$ cat src/rtl/mc_pkg.sv
// mc_pkg: state encoding, opcodes and datapath mux/ALU encodings for the multicycle controller
package mc_pkg;
  typedef enum logic [3:0] {
    FETCH   = 4'd0,
    DECODE  = 4'd1,
    MEMADR  = 4'd2,
    MEMRD   = 4'd3,
    MEMWR   = 4'd4,
    MEMWB   = 4'd5,
    EXECR   = 4'd6,
    EXECI   = 4'd7,
    ALUWB   = 4'd8,
    BRANCH  = 4'd9,
    JAL     = 4'd10,
    JALR    = 4'd11,
    JALRLNK = 4'd12,
    LUIWB   = 4'd13,
    TRAP    = 4'd14
  } state_t;
  localparam logic [6:0] OP_LOAD   = 7'b0000011;
  localparam logic [6:0] OP_STORE  = 7'b0100011;
  localparam logic [6:0] OP_RTYPE  = 7'b0110011;
  localparam logic [6:0] OP_ITYPE  = 7'b0010011;
  localparam logic [6:0] OP_BRANCH = 7'b1100011;
  localparam logic [6:0] OP_JAL    = 7'b1101111;
  localparam logic [6:0] OP_JALR   = 7'b1100111;
  localparam logic [6:0] OP_LUI    = 7'b0110111;
  localparam logic [6:0] OP_AUIPC  = 7'b0010111;
  localparam logic [1:0] SRCA_PC    = 2'b00;
  localparam logic [1:0] SRCA_OLDPC = 2'b01;
  localparam logic [1:0] SRCA_A     = 2'b10;
  localparam logic [1:0] SRCB_B     = 2'b00;
  localparam logic [1:0] SRCB_IMM   = 2'b01;
  localparam logic [1:0] SRCB_FOUR  = 2'b10;
  localparam logic [1:0] ALU_ADD    = 2'b00;
  localparam logic [1:0] ALU_BR     = 2'b01;
  localparam logic [1:0] ALU_R      = 2'b10;
  localparam logic [1:0] ALU_I      = 2'b11;
  localparam logic [1:0] RES_ALUOUT = 2'b00;
  localparam logic [1:0] RES_MEM    = 2'b01;
  localparam logic [1:0] RES_ALU    = 2'b10;
  localparam logic [1:0] RES_IMM    = 2'b11;
  localparam logic [1:0] IMM_I      = 2'b00;
  localparam logic [1:0] IMM_S      = 2'b01;
  localparam logic [1:0] IMM_B      = 2'b10;
  localparam logic [1:0] IMM_JU     = 2'b11;
endpackage

$ cat src/rtl/mc_imm_decode.sv
// mc_imm_decode: combinational immediate-format select from opcode (Op in, ImmSrc out)
module mc_imm_decode
  import mc_pkg::*;
(
  input  logic [6:0] Op,
  output logic [1:0] ImmSrc
);
  always_comb
    ImmSrc = (Op == OP_STORE) ? IMM_S :
             (Op == OP_BRANCH) ? IMM_B :
             (Op == OP_JAL || Op == OP_LUI || Op == OP_AUIPC) ? IMM_JU : IMM_I;
endmodule

$ cat src/rtl/multicycle_controller.sv
// multicycle_controller: RV32I multicycle control FSM; inputs clk/rst/Op/BranchTaken/mem_ready, outputs datapath selects, strobes, retire, illegal, state
module multicycle_controller
  import mc_pkg::*;
(
  input  logic       clk,
  input  logic       rst,
  input  logic [6:0] Op,
  input  logic       BranchTaken,
  input  logic       mem_ready,
  output logic       mem_req,
  output logic       AdrSrc,
  output logic       MemWrite,
  output logic       IRWrite,
  output logic       PCWrite,
  output logic       RegWrite,
  output logic [1:0] ALUSrcA,
  output logic [1:0] ALUSrcB,
  output logic [1:0] ALUOp,
  output logic [1:0] ImmSrc,
  output logic [1:0] ResultSrc,
  output logic       Branch,
  output logic       retire,
  output logic       illegal,
  output logic [3:0] state
);
  state_t state_q, state_d;
  mc_imm_decode u_imm (.Op(Op), .ImmSrc(ImmSrc));
  always_ff @(posedge clk)
    state_q <= rst ? FETCH : state_d;
  assign state = state_q;
  assign illegal = (state_q == TRAP);
  always_comb begin
    state_d = state_q;
    case (state_q)
      FETCH:   state_d = mem_ready ? DECODE : FETCH;
      DECODE:  state_d = (Op == OP_LOAD || Op == OP_STORE) ? MEMADR :
                         (Op == OP_RTYPE) ? EXECR :
                         (Op == OP_ITYPE) ? EXECI :
                         (Op == OP_BRANCH) ? BRANCH :
                         (Op == OP_JAL) ? JAL :
                         (Op == OP_JALR) ? JALR :
                         (Op == OP_LUI) ? LUIWB :
                         (Op == OP_AUIPC) ? ALUWB : TRAP;
      MEMADR:  state_d = (Op == OP_LOAD) ? MEMRD : (Op == OP_STORE) ? MEMWR : TRAP;
      MEMRD:   state_d = mem_ready ? MEMWB : MEMRD;
      MEMWR:   state_d = mem_ready ? FETCH : MEMWR;
      EXECR,
      EXECI,
      JAL,
      JALRLNK: state_d = ALUWB;
      JALR:    state_d = JALRLNK;
      TRAP:    state_d = TRAP;
      default: state_d = FETCH;
    endcase
  end
  always_comb begin
    mem_req   = 1'b0;
    AdrSrc    = 1'b0;
    MemWrite  = 1'b0;
    IRWrite   = 1'b0;
    PCWrite   = 1'b0;
    RegWrite  = 1'b0;
    ALUSrcA   = SRCA_PC;
    ALUSrcB   = SRCB_B;
    ALUOp     = ALU_ADD;
    ResultSrc = RES_ALUOUT;
    Branch    = 1'b0;
    retire    = 1'b0;
    case (state_q)
      FETCH: begin
        mem_req   = 1'b1;
        IRWrite   = mem_ready;
        PCWrite   = mem_ready;
        ALUSrcB   = SRCB_FOUR;
        ResultSrc = RES_ALU;
      end
      DECODE: begin
        ALUSrcA = SRCA_OLDPC;
        ALUSrcB = SRCB_IMM;
      end
      MEMADR: begin
        ALUSrcA = SRCA_A;
        ALUSrcB = SRCB_IMM;
      end
      MEMRD: begin
        mem_req = 1'b1;
        AdrSrc  = 1'b1;
      end
      MEMWR: begin
        mem_req  = 1'b1;
        AdrSrc   = 1'b1;
        MemWrite = 1'b1;
        retire   = mem_ready;
      end
      MEMWB: begin
        ResultSrc = RES_MEM;
        RegWrite  = 1'b1;
        retire    = 1'b1;
      end
      EXECR: begin
        ALUSrcA = SRCA_A;
        ALUOp   = ALU_R;
      end
      EXECI: begin
        ALUSrcA = SRCA_A;
        ALUSrcB = SRCB_IMM;
        ALUOp   = ALU_I;
      end
      ALUWB: begin
        RegWrite = 1'b1;
        retire   = 1'b1;
      end
      BRANCH: begin
        ALUSrcA = SRCA_A;
        ALUOp   = ALU_BR;
        Branch  = 1'b1;
        PCWrite = BranchTaken;
        retire  = 1'b1;
      end
      JAL: begin
        PCWrite = 1'b1;
        ALUSrcA = SRCA_OLDPC;
        ALUSrcB = SRCB_FOUR;
      end
      JALR: begin
        ALUSrcA   = SRCA_A;
        ALUSrcB   = SRCB_IMM;
        ResultSrc = RES_ALU;
        PCWrite   = 1'b1;
      end
      JALRLNK: begin
        ALUSrcA = SRCA_OLDPC;
        ALUSrcB = SRCB_FOUR;
      end
      LUIWB: begin
        ResultSrc = RES_IMM;
        RegWrite  = 1'b1;
        retire    = 1'b1;
      end
      default: ;
    endcase
    if (rst) begin
      mem_req  = 1'b0;
      MemWrite = 1'b0;
      IRWrite  = 1'b0;
      PCWrite  = 1'b0;
      RegWrite = 1'b0;
      retire   = 1'b0;
    end
  end
endmodule

$ cat config.mk
export PLATFORM = sky130hd
export DESIGN_NAME = multicycle_controller
export DESIGN_NICKNAME = d
export VERILOG_FILES = /design/src/rtl/mc_pkg.sv /design/src/rtl/mc_imm_decode.sv /design/src/rtl/multicycle_controller.sv
export SDC_FILE = /design/constraint.sdc
export NUM_CORES = 1
export LEC_CHECK = 0
export BUFFER_PORTS_ARGS = -buffer_cell sky130_fd_sc_hd__buf_2
export CAP_MARGIN = 15
export CELL_PAD_IN_SITES_DETAIL_PLACEMENT = 2
export CELL_PAD_IN_SITES_GLOBAL_PLACEMENT = 2
export CORE_MARGIN = 2
export CORE_UTILIZATION = 19
export DETAILED_ROUTE_END_ITERATION = 8
export GPL_TIMING_DRIVEN = 0
export HOLD_SLACK_MARGIN = 0.1
export PLACE_DENSITY_LB_ADDON = 0.25
export SYNTH_ARGS = -nofsm -noshare
export SYNTH_HDL_FRONTEND = slang
export SYNTH_SLANG_ARGS = --single-unit
$ cat constraint.sdc
create_clock -name clk -period 1.4 [get_ports clk]
set_input_delay 0.07 -clock clk [delete_from_list [all_inputs] [get_ports clk]]
set_output_delay 0.07 -clock clk [all_outputs]
set_load 0.005 [all_outputs]
==> results of run 1 <==
[routing by layer]
metal  GRT usage (%)  routed length, um
met2           24.48               1621
met1           19.98               1517
met5               0                  0
met3           1.585                110
met4           2.446                  0
[path summary, 6_finish.rpt]
path | from | endpoint | slack, ps | depth (start not counted)
worst max-delay path | state[0]$_SDFF_PP0_ | state[2]$_SDFF_PP0_ | -40 | 5
worst max register to register | state[0]$_SDFF_PP0_ | state[2]$_SDFF_PP0_ | -40 | 5
worst min register to register | state[1]$_SDFF_PP0_ | state[2]$_SDFF_PP0_ | 750 | 2
worst min-delay path | rst | state[2]$_SDFF_PP0_ | 280 | 3
[cells in the mapped netlist (all sizes together) (2+ instances only)]
master / count / area (um2)
dfxtp: 4 / 80.08
a21oi: 15 / 75.07
a21o: 2 / 16.27
nor2b: 5 / 31.28
nand2: 11 / 41.29
buf: 2 / 8.750
inv: 3 / 11.26
or4b: 2 / 23.77
and3b: 2 / 18.77
o31a: 2 / 17.52
nor2: 12 / 45.04
clkbuf: 6 / 22.52
nand3: 2 / 10.01
nand2b: 4 / 25.02
nor4: 3 / 18.77
a211oi: 3 / 22.52
or2: 2 / 15.02
xor2: 2 / 17.52
o21a: 3 / 22.52
and3: 2 / 12.51
nor3: 5 / 25.02
a32o: 2 / 20.02
o21ai: 6 / 30.02
[kinds of logic (layout without fill, tap and decap cells)]
| family | Yosys count | after routing | synth area share, % |
|---|---|---|---|
| muxes | 1 | 1 | 1.651 |
| xor gates and xnor gates | 3 | 3 | 3.854 |
| AOI/OAI and AO/OA | 37 | 37 | 34.68 |
| DFF | 4 | 4 | 11.74 |
| buffers and inverters | 11 | 57 | 6.237 |
| and+or+nand+nor | 52 | 52 | 41.83 |
[cells in the final DEF (no fill, tap or decap), types with 3 or more instances in the layout]
cell type	n
dfxtp_4	4
nor2_1	6
nand2_1	9
buf_4	10
buf_8	4
a21oi_1	11
clkbuf_4	4
o21a_1	3
nor2b_1	3
a21oi_2	4
buf_2	31
nor2_2	6
buf_6	3
nor3_2	3
nand2b_1	3
[cell type report]
| class | instances | area [um2] | area share, % |
|---|---|---|---|
| multi-input combinational | 93 | 680.7 | 55.28 |
| timing repair buffer | 44 | 266.5 | 21.65 |
| sequential | 4 | 95.09 | 7.724 |
| buffer | 7 | 93.84 | 7.622 |
| inverter | 3 | 15.01 | 1.220 |
| clock buffer | 3 | 22.52 | 1.829 |
| tap | 46 | 57.56 | 4.675 |
[report_power, final]
part | switching [mW] | internal (mW) | leakage [nW]
sequential | 0.0703 | 0.156 | 0.0356
clock | 0.0427 | 0.0956 | 0.0138
combinational | 0.587 | 0.577 | 0.505
total | 0.700 | 0.829 | 0.555
[timing repair]
action	4_1_cts	5_1_grt
setup endpoints to repair	21	18
gates resized for setup	36	26
pin swaps	5	6
buffers inserted	5	7
cloned	1	0
[tightest hold or removal path: cells and delay by family]
family	cells	cell delay, ps
buffers and inverters	1	200
AO/OA/AOI/OAI	2	180
==> flow_summary.ini, run 1 <==
[cts]
clkSinkCount = 4
ctsHtreeMaxLevel = 1
clk_latency_ps = 230
cts_hold_buf = 0
cts_max_path_buffers = 2
cts_tree = built
cts-root-buf = clkbuf_4
tritoncts.num_buffers = 3
clk_pin_slew_ps = 40

[global_route]
grt_pass1_wl_um = 4871
antenna_found_initial = 0
grt_pass1_vias = 998
overflow = 0
grtUsageTotal_pct = 14.49
grt_max_degree = 11

[power_and_ir_drop]
power_mw = 1.528
max-vdd-ir-drop_v = 0.0006131
p_per_area_nw_per_um2 = 1241
p_leak_nw = 0.5547

[finish]
largest_reg_flops = 4
drive_gt1_share_pct = 58.44
fin_util_pct = 36.32
diodes = 0
stdcell_count = 200
layout.nets = 167
final_area_um2 = 1231
fill_cells = 401
area_growth_pct = 80.55

[flow_run]
max-cap-violations = 0

[sta]
fin_worst_skew_ps = 0.3817
fin_crit_ps = 1442
tightest_slew_ps = 401.1
grt_setup_unrepaired = true
setup_tns_ps = -174.7
setup_slack_ps = -42.20
maxSlewHeadroom_pct = 72.92
fmax_mhz = 693.4
period_share_pct = 103.0
setup_viol = 6
finalHoldViolations = 0
holdWs_ps = 279.7
finalMaxSlewViolations = 0

[logic_synthesis]
synth_top_flop_cell = dfxtp_1
synthCells = 108
synth_area_um2 = 681.9
synth_area_per_cell_um2 = 6.314
yosysUniqueCellTypes = 37
synth_edf_count = 0
ys_async_sr_fraction_pct = 0
yosysWarnings = 0
synth_nets = 119
synth-seq-area-share_pct = 11.74
synth_seq_cells = 4

[drt]
postRouteAntennaNets = 0
vias = 1001
drt_iter0_drc = 23
first_pass_iters = 4
via_per_inst = 5.005
drt-total-wl_um = 3248
drc_errors = 0
wire_per_inst_um = 16.24

[run_status]
violations = negative setup slack
outcome = finished, violations left

[floorplan]
initial_utilization_pct = 20.12
num_rows = 21
dieWidth_um = 63.91
core_um2 = 3390
die_h_um = 63.91
io_pins = 34
dieArea_um2 = 4084

[setup_path]
cp_top_family = compound AO/OA/AOI/OAI gates
crit_chain = buf_8 > xor2_1 > a22o_1 > a32o_1 > o31a_1
critical_path_class = reg -> reg
cp.required_ps = 1510
crit_arrival_ps = 1550
crit_path_max_incr_delay_ps = 350
slowest_stage = dfxtp_4
worstSetupEndpointType = register
cp-start-kind = register
cp_max_fo = 5
path_buf_inv = 1

[placed_design]
io_buffer_count = 31
place_hpwl_um = 2220
dpl-instance-area_um2 = 907.1
placed_cells = 185
place.gp.congestion = 0.7494
pre_cts_ws_ps = -309.4

[worst_hold_path]
hold_path.class = in -> reg
Power figures use the tool's default switching activity.
==> inputs of run 2 (changes only) <==
CORE_MARGIN = unset   (was 2)
==> run 2 against run 1 <==
  * The flow still finishes with violations (negative setup slack)
  * Clock-buffer cell count unchanged
  * Largest power group unchanged
  * Sequential cell count stayed put
  * Clock skew increased by 7.2 ps
  * Register-to-register slack worse by 40 ps
  * Cell count rose by 4.0%
  * Critical path type is now reg -> out
  * Sequential power hardly changed
  * Clock power about the same
  * Critical path depth grew 1
  * Core utilization grew 3.4 points
  * Global-route usage increased by 4.1 points
==> flow_summary.ini, run 2 (synthesis results as in run 1) <==
[cts]
ctsHtreeMaxLevel = 1
clk_latency_ps = 230
cts-root-buf = clkbuf_4
clkSinkCount = 4
cts_tree = built
tritoncts.num_buffers = 3
clk_pin_slew_ps = 40
cts_max_path_buffers = 2

[drt]
drc_errors = 0
postRouteAntennaNets = 0
vias = 1096
first_pass_iters = 4
drt_iter0_drc = 31
drt-total-wl_um = 3931
wire_per_inst_um = 18.90
via_per_inst = 5.269

[sta]
setup_viol = 9
fin_crit_ps = 1509
finalHoldViolations = 0
tightest_slew_ps = 478.4
finalMaxSlewViolations = 0
fmax_mhz = 662.7
grt_setup_unrepaired = true
maxSlewHeadroom_pct = 67.81
fin_worst_skew_ps = 7.560
holdWs_ps = 259.5
period_share_pct = 107.8
setup_slack_ps = -108.9

[placed_design]
place.gp.congestion = 0.7440
place_hpwl_um = 2199
io_buffer_count = 31

[floorplan]
die_h_um = 61.91
dieWidth_um = 61.91
core_um2 = 3390
initial_utilization_pct = 20.12
num_rows = 21
io_pins = 34
dieArea_um2 = 3832

[setup_path]
critical_path_class = reg -> out
critPathLaunch = state[2]$_SDFF_PP0_
regToRegStartpoint = state[2]$_SDFF_PP0_
cp.required_ps = 1330
cp_max_fo = 10
cp-start-kind = register
crit_arrival_ps = 1440
worstSetupEndpointType = primary output

[global_route]
busiest_layer = met2
grt_util_met1_pct = 22.83
overflow = 0
antenna_found_initial = 0
grtUsageTotal_pct = 18.62
grtUsageMet3_pct = 2.277
grt_pass1_vias = 1054
grt_max_degree = 11
use_met2_pct = 33.49
grt_pass1_wl_um = 5195

[run_status]
violations = negative setup slack
outcome = finished, violations left

[finish]
largest_reg_flops = 4
final_common_cell = buf_2
layout.nets = 175
diodes = 0
area_growth_pct = 97.61
layout_common_cells = buf_2 (30), buf_4 (17), a21oi_1 (13)
drive_gt1_share_pct = 61.73

[power_and_ir_drop]
max-vdd-ir-drop_v = 0.0004936
p_per_area_nw_per_um2 = 1283
p_leak_nw = 0.6182
power_mw = 1.728

[flow_run]
max-cap-violations = 0

[worst_hold_path]
hold_path.class = in -> reg
min_from = rst
[run 2: stage by stage]
stage	setup slack (ps)	TNS (ps)	utilization, %	cell area, um2	std cells
global route	-148.5	-1164	39.76	1348	208
CTS	-75.09	-359.5	33.96	1151	197
finish	-108.9	-439.8	39.76	1348	208
global placement	-268.4	-3153	26.76	907.1	185
floorplan	-40.16	-56.40	-	694.4	108
detailed placement	-323.1	-3852	26.76	907.1	185
[run 2: path summary, 6_finish.rpt]
kind | end | slack (ps) | cells past startpoint
setup / recovery | RegWrite | -110 | 6
hold / removal | state[0]$_SDFF_PP0_ | 260 | 3
setup reg to reg | state[0]$_SDFF_PP0_ | -80 | 3
hold reg to reg | state[2]$_SDFF_PP0_ | 780 | 3
[run 2: area by class of cell]
class	instances	area (um2)
Buffer	7	98.84
Clock buffer	3	22.52
Fill cell	386	2042
Inverter	3	15.01
Multi-Input combinational cell	93	718.2
Sequential cell	4	95.09
Tap cell	46	57.56
Timing Repair Buffer	52	340.3
[run 2: critical path, cell delays in order (launching register included)]
cell,delay [ps]
dfxtp_4,370
buf_12,150
nand2b_4,170
nor2_2,110
a21oi_1,50
nor3_1,180
buf_2,170
[run 2: timing repair]
item | 4_1_cts | 5_1_grt
pin swaps | 5 | 10
setup buffers | 9 | 11
hold buffers | 0 | 0
resized for setup | 43 | 34
hold endpoints to repair | 0 | 0
setup endpoints to repair | 21 | 18
gates cloned | 1 | 0
[run 2: power by group]
part / switching, mW / leakage, nW / internal [mW] / total [mW]
clock network: 0.0433 / 0.0138 / 0.0956 / 0.139
registers: 0.0703 / 0.0356 / 0.156 / 0.226
logic: 0.686 / 0.569 / 0.678 / 1.36
[run 2: metal layers]
layer	wire length (um)	vias up
met5	0	-
met4	102	0
met3	135	12
met2	2046	39
met1	1646	538
li1	-	507
==> inputs of run 3 (changes only) <==
CORE_ASPECT_RATIO = 0.9   (was unset)
==> run 3 against run 2 <==
  * The run still ends with negative setup slack left
  * Power down 2.4%
  * Wire length down 6.4%
  * Die area about the same
==> flow_summary.ini, run 3 (synthesis results as in run 1) <==
[run_status]
outcome = finished, violations left
violations = negative setup slack

[cts]
clk_latency_ps = 210
tritoncts.num_buffers = 3
clk_pin_slew_ps = 30
ctsHtreeMaxLevel = 1
cts-root-buf = clkbuf_8
cts_tree = built
cts_hold_buf = 0
cts_max_path_buffers = 2
clkSinkCount = 4

[global_route]
grt_pass1_wl_um = 5520
overflow = 0
antenna_found_initial = 0
grt_pass1_vias = 1104
use_met2_pct = 33.04
grtUsageTotal_pct = 18.36
busiest_layer = met2
grtUsageMet3_pct = 0.7752
grt_max_degree = 11
grt_util_met1_pct = 24.24

[power_and_ir_drop]
p_per_area_nw_per_um2 = 1308
p_leak_nw = 0.5971
power_mw = 1.686
max-vdd-ir-drop_v = 0.0005539

[drt]
first_pass_iters = 4
wire_per_inst_um = 18.03
drt-total-wl_um = 3678
vias = 1048
drc_errors = 0
via_per_inst = 5.137
postRouteAntennaNets = 0
drt_iter0_drc = 24

[floorplan]
dieArea_um2 = 3833
die_h_um = 58.84
io_pins = 34
initial_utilization_pct = 20.04
core_um2 = 3403
dieWidth_um = 65.15
num_rows = 20

[sta]
setup_slack_ps = -46.22
grt_setup_unrepaired = true
maxSlewHeadroom_pct = 75.94
finalHoldViolations = 0
setup_viol = 4
fmax_mhz = 691.5
tightest_slew_ps = 357.6
period_share_pct = 103.3
fin_worst_skew_ps = 1.074
finalMaxSlewViolations = 0
fin_crit_ps = 1446

[finish]
stdcell_count = 204
final_common_cell = buf_2
layout.nets = 173
diodes = 0
layout_common_cells = buf_2 (31), buf_4 (15), a21oi_1 (11)
largest_reg_flops = 4
drive_gt1_share_pct = 58.13
area_growth_pct = 88.99

[placed_design]
place.gp.congestion = 0.7745
placed_cells = 183
pre_cts_ws_ps = -333.2
io_buffer_count = 31
place_hpwl_um = 2264

[setup_path]
cp_top_family = simple AND/OR/NAND/NOR gates
cp_max_fo = 5
crit_path_max_incr_delay_ps = 360
crit_chain = nor2_2 > nand2_1 > nor3_2 > or2_4 > buf_6
slowest_stage = dfxtp_4
reg2reg_to = state[2]$_SDFF_PP0_
cp.required_ps = 1330
critical_path_class = reg -> out
regToRegStartpoint = state[3]$_SDFF_PP0_
crit_arrival_ps = 1380
r2r_cells = 4
path_buf_inv = 1
cp-start-kind = register
reg2reg_slack_ps = -40
worstSetupEndpointType = primary output
cp.depth = 5

[worst_hold_path]
min_path_cells = 3
min_to = state[0]$_SDFF_PP0_
min_from = Op[3]
hold_path.class = in -> reg

[flow_run]
max-cap-violations = 0
==> run 3: worst register-to-register path, delay by kind of cell (launching register included) <==
family | cells | cell delay (ps)
AND/OR/NAND/NOR | 1 | 590
AO/OA/AOI/OAI | 3 | 420
flip-flops | 1 | 360
==> run 3: per-stage QoR <==
step | cell area [um2] | TNS, ps | hold slack (ps) | util, %
2_1_floorplan | 694.4 | -56.40 | 169.9 | -
3_3_place_gp | 904.6 | -3287 | 473.0 | 26.58
3_5_place_dp | 904.6 | -4269 | 475.5 | 26.58
4_1_cts | 1181 | -254.8 | 258.8 | 34.71
5_1_grt | 1289 | -832.0 | 286.7 | 37.87
6_report | 1289 | -167.6 | 278.2 | 37.87
==> run 3: layout make-up <==
cell class / count / area, um2
timing repair buffer: 50 / 315.3
fill: 418 / 2115
tap: 44 / 55.05
sequential: 4 / 95.09
multi-input combinational: 93 / 664.4
clock buffer: 3 / 41.29
inverter: 3 / 15.01
buffer: 7 / 102.6
==> run 3: per-layer routing <==
metal,share of wire (%),vias up
li1,-,500
met1,45,528
met2,53,20
met3,2.6,0
met4,0,0
met5,0,-
==> run 3: power breakdown <==
group	switching [mW]	internal [mW]
Sequential	0.0662	0.156
Combinational	0.610	0.619
Clock	0.0528	0.183
Total	0.729	0.957
==> run 3: repair_timing <==
item,CTS,global route
buffers inserted,10,8
endpoints found under the setup margin,21,18
resized for setup,42,17
cloned,1,0
pin swaps,9,7
==> run 3: worst max path at each step <==
stage                         from                   to
6_report       state[3]$_SDFF_PP0_              PCWrite
5_1_grt        state[2]$_SDFF_PP0_  state[2]$_SDFF_PP0_
4_1_cts        state[2]$_SDFF_PP0_           ALUSrcA[0]
3_5_place_dp   state[3]$_SDFF_PP0_  state[1]$_SDFF_PP0_
3_3_place_gp   state[1]$_SDFF_PP0_  state[1]$_SDFF_PP0_
2_1_floorplan                Op[2]  state[2]$_SDFF_PP0_
